## config.mk

```make
export PLATFORM = sky130hd
export DESIGN_NAME = game_option_selector
export DESIGN_NICKNAME = d
export VERILOG_FILES = /design/src/rtl/game_option_selector.sv
export SDC_FILE = /design/constraint.sdc
export NUM_CORES = 1
export LEC_CHECK = 0
export CAP_MARGIN = 25
export CORE_ASPECT_RATIO = 0.8
export CORE_MARGIN = 4
export CORE_UTILIZATION = 59
export CTS_CLUSTER_DIAMETER = 40
export DETAILED_ROUTE_END_ITERATION = 12
export GPL_TIMING_DRIVEN = 0
export PLACE_DENSITY = 0.9
export SYNTH_ARGS = -nofsm -noshare
export SYNTH_HDL_FRONTEND = slang
export SYNTH_SLANG_ARGS = --single-unit
```

## constraint.sdc

```tcl
create_clock -name clk -period 2.95 [get_ports clk]
set_clock_uncertainty 0.2 [all_clocks]
set_input_delay 0.59 -clock clk [delete_from_list [all_inputs] [get_ports clk]]
set_output_delay 0.59 -clock clk [all_outputs]
set_load 0.02 [all_outputs]
```

## src/rtl/game_option_selector.sv

```systemverilog
// game_option_selector: two debounced push-buttons step a
// one-hot option register, wrapping or saturating at the ends.
module gos_btn_stage #(
  parameter int DEBOUNCE_CYCLES = 500000
) (
  input  logic clk,
  input  logic reset_n,
  input  logic btn,
  output logic press
);
  localparam int CW = $clog2(DEBOUNCE_CYCLES + 1);
  localparam logic [CW-1:0] CMAX = CW'(DEBOUNCE_CYCLES - 1);

  logic [1:0]    sync_q;
  logic          lvl_q;
  logic          lvl_d;
  logic          hist_q;
  logic [CW-1:0] cnt_q;
  logic [CW-1:0] cnt_d;

  // synchroniser, debounced level, counter and edge history
  always_ff @(posedge clk or negedge reset_n) begin
    if (!reset_n) begin
      sync_q <= '0;
      lvl_q  <= 1'b0;
      cnt_q  <= '0;
      hist_q <= 1'b0;
    end else begin
      sync_q <= {sync_q[0], btn};
      lvl_q  <= lvl_d;
      cnt_q  <= cnt_d;
      hist_q <= lvl_q;
    end
  end

  // accept a new level only after it persisted the full window
  always_comb begin
    lvl_d = lvl_q;
    cnt_d = '0;
    if (sync_q[1] != lvl_q) begin
      if (cnt_q == CMAX) lvl_d = sync_q[1];
      else cnt_d = cnt_q + 1'b1;
    end
  end

  assign press = lvl_q & ~hist_q;
endmodule

module game_option_selector #(
  parameter int N_OPTIONS       = 4,
  parameter int DEBOUNCE_CYCLES = 500000,
  parameter bit WRAP            = 1'b1
) (
  input  logic                         clk,
  input  logic                         reset_n,
  input  logic                         btn_next,
  input  logic                         btn_prev,
  input  logic                         lock,
  output logic [N_OPTIONS-1:0]         option_onehot,
  output logic [$clog2(N_OPTIONS)-1:0] option_index,
  output logic                         option_valid,
  output logic                         change_pulse
);
  localparam int IW = $clog2(N_OPTIONS);
  localparam logic [IW-1:0] LAST = IW'(N_OPTIONS - 1);

  typedef enum logic {
    IDLE = 1'b0,
    SEL  = 1'b1
  } state_t;

  state_t        state_q;
  state_t        state_d;
  logic [IW-1:0] idx_q;
  logic [IW-1:0] idx_d;
  logic          pulse_q;
  logic          nxt_ev;
  logic          prv_ev;
  logic          chg;

  gos_btn_stage #(
    .DEBOUNCE_CYCLES(DEBOUNCE_CYCLES)
  ) u_next (
    .clk    (clk),
    .reset_n(reset_n),
    .btn    (btn_next),
    .press  (nxt_ev)
  );

  gos_btn_stage #(
    .DEBOUNCE_CYCLES(DEBOUNCE_CYCLES)
  ) u_prev (
    .clk    (clk),
    .reset_n(reset_n),
    .btn    (btn_prev),
    .press  (prv_ev)
  );

  assign chg = (state_d != state_q) || (idx_d != idx_q);

  // selection state, index and change strobe
  always_ff @(posedge clk or negedge reset_n) begin
    if (!reset_n) begin
      state_q <= IDLE;
      idx_q   <= '0;
      pulse_q <= 1'b0;
    end else begin
      state_q <= state_d;
      idx_q   <= idx_d;
      pulse_q <= chg;
    end
  end

  // act only on a lone, unlocked press event
  always_comb begin
    state_d = state_q;
    idx_d   = idx_q;
    if (!lock && (nxt_ev ^ prv_ev)) begin
      unique case (1'b1)
        (state_q == IDLE) && nxt_ev: begin
          state_d = SEL;
          idx_d   = '0;
        end
        (state_q == IDLE) && prv_ev: begin
          state_d = SEL;
          idx_d   = LAST;
        end
        (state_q == SEL) && nxt_ev && (idx_q != LAST):
          idx_d = idx_q + 1'b1;
        (state_q == SEL) && nxt_ev && (idx_q == LAST):
          if (WRAP) idx_d = '0;
        (state_q == SEL) && prv_ev && (idx_q != '0):
          idx_d = idx_q - 1'b1;
        (state_q == SEL) && prv_ev && (idx_q == '0):
          if (WRAP) idx_d = LAST;
        default: ;
      endcase
    end
  end

  // decode registered state to the output views
  always_comb begin
    option_onehot = '0;
    if (state_q == SEL) option_onehot[idx_q] = 1'b1;
    option_index = idx_q;
    option_valid = (state_q == SEL);
    change_pulse = pulse_q;
  end
endmodule

```

==> metrics.yaml <==
job:
  drv_cap: 0
setup_path:
  crit_fanout: 10
  cp-end-kind: "register"
  required_ns: 2.94
  path_class: "reg2reg"
  crit_arrival_ns: 2.53
  r2r_cells: 6
  worst_setup_path_start_kind: "register"
place:
  port_buffers: 12
  routabilityCongestion: 0.912
  dpl_cell_area_um2: 2630
  hpwl_um: 3170
layout:
  drive_gt1_share_pct: 10.0
  utilization_pct: 70.9
  nFillCells: 271
  design_area_um2: 2750
  area_growth_pct: 13.5
  n_antenna_cell: 0
  nNetsFinal: 265
synth:
  synthArstFlopShare_pct: 100
  syn_avg_cell_area_um2: 10.2
  ys_types: 41
  synth_top_area_cell: "dfrtp_1"
  syn_inst: 237
  syn_nets: 244
  synth-main-ff-cell: "dfrtp_1"
  ys_seq_elements: 50
  ys_seq_area_share_pct: 51.6
  synth.top_cell.area_share_pct: 51.6
  synth_area_um2: 2420
  synth_area_leaders: "dfrtp_1, xnor2_1, nor2_1"
  synth_edf_count: 0
  yosys_warnings: 0
global_route:
  grt.total_usage_pct: 20.1
  gr-total-overflow: 0
  grt_pass1_wl_um: 8160
  antenna_found_initial: 0
  grt_start_max_net_pins: 39
  grt_pass1_vias: 1752
outcome:
  status: "completed"
floorplan:
  ioPinCount: 13
  coreArea_um2: 3880
  fp-row-count: 20
  die_w_um: 79.7
  start_util_pct: 62.5
  die_y_um: 65.3
  dieArea_um2: 5200
sta:
  maxSlewHeadroom_pct: 52.2
  setup_violations: 0
  slew_viol_final: 0
  finalHoldViolCount: 0
  worstMarginPinSlew_ns: 0.712
  period_share_pct: 86.2
  timing.fmax_ghz: 0.393
  timing.final.crit_period_ns: 2.54
  rsz0062_at_grt: "false"
clock_tree:
  clockRootBuffer: "clkbuf_8"
  htree_num_levels: 2
  clk_path_buf_depth: 2
  clkTransAtPathRegs_ns: 0.10
  cts_inserted_buffers: 5
  cts_resized: 0
  post-cts-setup-buffers: 0
  clock_sinks: 50
  hold_buffers: 1
  cts_tree: "done"
  clock_latency_ns: 0.30
power:
  vdd_drop_max_mv: 0.331
  power.leakage_uw: 0.00108
  power_density_nw_per_um2: 457
  power_uw: 1260
routing:
  vias_per_cell: 5.90
  wirelength_um: 4600
  dr.pass1.iters: 4
  wl_per_cell_um: 14.7
  drc: 0
  ant_nets: 0
  drt_iter0_drc: 147
  vias: 1854
worst_hold_path:
  timing.hold.worst_path_depth: 0
  hold_path_class: "reg2reg"
==> report_power, final <==
part,internal [µW],switching (µW),leakage (µW),total [µW]
clock network,252,234,0.0000504,486
registers,696,10.3,0.000675,706
logic,26.7,39.7,0.000359,66.5
total,975,284,0.00108,1260
==> logic make-up (layout without fill, tap and decap cells) <==
logic type                 count (synthesis)  in the layout  share of synthesized area (%)
and+or+nand+nor                          116            116                           26.7
DFF                                       50             50                           51.6
AOI/OAI and AO/OA                         32             32                           8.73
xor gates and xnor gates                  25             25                           9.03
buffers and inverters                     10             32                           1.96
adders and majority gates                  2              2                           1.03
muxes                                      2              2                          0.929
==> sequential cells by signal, summed over array words and instances, names as in the netlist <==
register / flops
u_next.sync_q: 2
u_prev.lvl_q: 1
option_index: 2
u_next.cnt_q: 19
u_prev.cnt_q: 19
u_prev.hist_q: 1
u_next.hist_q: 1
option_valid: 1
u_prev.sync_q: 2
u_next.lvl_q: 1
change_pulse: 1
==> final cells by class <==
class / count / area, µm² / share of cell area [%]
plain buffers: 5 / 28.8 / 1.05
well taps: 55 / 68.8 / 2.50
flip-flops and latches: 50 / 1250 / 45.5
clock inverters: 3 / 45.0 / 1.64
repair buffers: 14 / 145 / 5.28
clock buffers: 5 / 68.8 / 2.50
multi-input cells: 177 / 1120 / 40.9
inverters: 5 / 18.8 / 0.682
==> final timing paths <==
check                                 startpoint               end  slack [ns]
worst max-delay path             u_next.cnt_q[0]  u_next.cnt_q[12]        0.41
worst min-delay path            u_prev.sync_q[0]  u_prev.sync_q[1]        0.16
worst max register to register   u_next.cnt_q[0]  u_next.cnt_q[12]        0.41
worst min register to register  u_prev.sync_q[0]  u_prev.sync_q[1]        0.16
max in group asynchronous                reset_n  u_prev.cnt_q[14]        1.56
min in group asynchronous                reset_n  u_prev.cnt_q[17]        0.51
==> metrics by stage <==
step / hold slack [ns] / instances / setup TNS, ns / worst slack (ns)
floorplan: 0.0944 / 237 / 0 / 0.763
global placement: 0.137 / 304 / -14.46 / -0.290
detailed placement: 0.141 / 305 / 0 / 0.432
CTS: 0.163 / 314 / 0 / 0.441
global route: 0.174 / 314 / 0 / 0.218
finish: 0.158 / 314 / 0 / 0.408
==> routing by layer <==
metal / wire, µm / global-route usage, % / vias to the layer above
met4: 65 / 7.08 / 0
met3: 286 / 4.93 / 8
met2: 2030 / 30.5 / 68
met1: 2220 / 28.0 / 882
met5: 0 / 0 / -
li1: - / - / 896
==> critical path, stage by stage, from the launching register on <==
cell	delay [ns]
dfrtp_1	0.40
ha_1	0.24
and4_1	0.29
nand4_1	0.21
o31ai_2	0.67
buf_2	0.34
nor2_1	0.08
==> Yosys cell counts (10+ instances only) <==
| cell type | instances |
|---|---|
| dfrtp_1 | 50 |
| a21oi_1 | 15 |
| nand2_1 | 16 |
| xnor2_1 | 14 |
| xor2_1 | 11 |
| nor2_1 | 29 |
| nand4_1 | 10 |
| nand3_1 | 12 |
==> cell usage in the layout (no fill, tap or decap), types with 3 or more instances in the layout <==
master / Yosys / final
inv_1: 5 / 5
nand2_1: 16 / 16
and2_1: 5 / 5
dfrtp_1: 50 / 50
nor2_1: 29 / 29
o21ai_0: 4 / 4
or3_1: 4 / 4
nand3_1: 12 / 12
xor2_1: 11 / 11
nor4_1: 4 / 4
or4_1: 4 / 4
or3b_2: 3 / 3
clkdlybuf4s50_1: 0 / 11
a21oi_1: 15 / 15
nand4_1: 10 / 10
and4_1: 5 / 5
xnor2_1: 14 / 14
clkbuf_8: 0 / 5
o31ai_1: 5 / 5
nor3_1: 5 / 5
or2_2: 4 / 4
(Power assumes the default switching activity.)
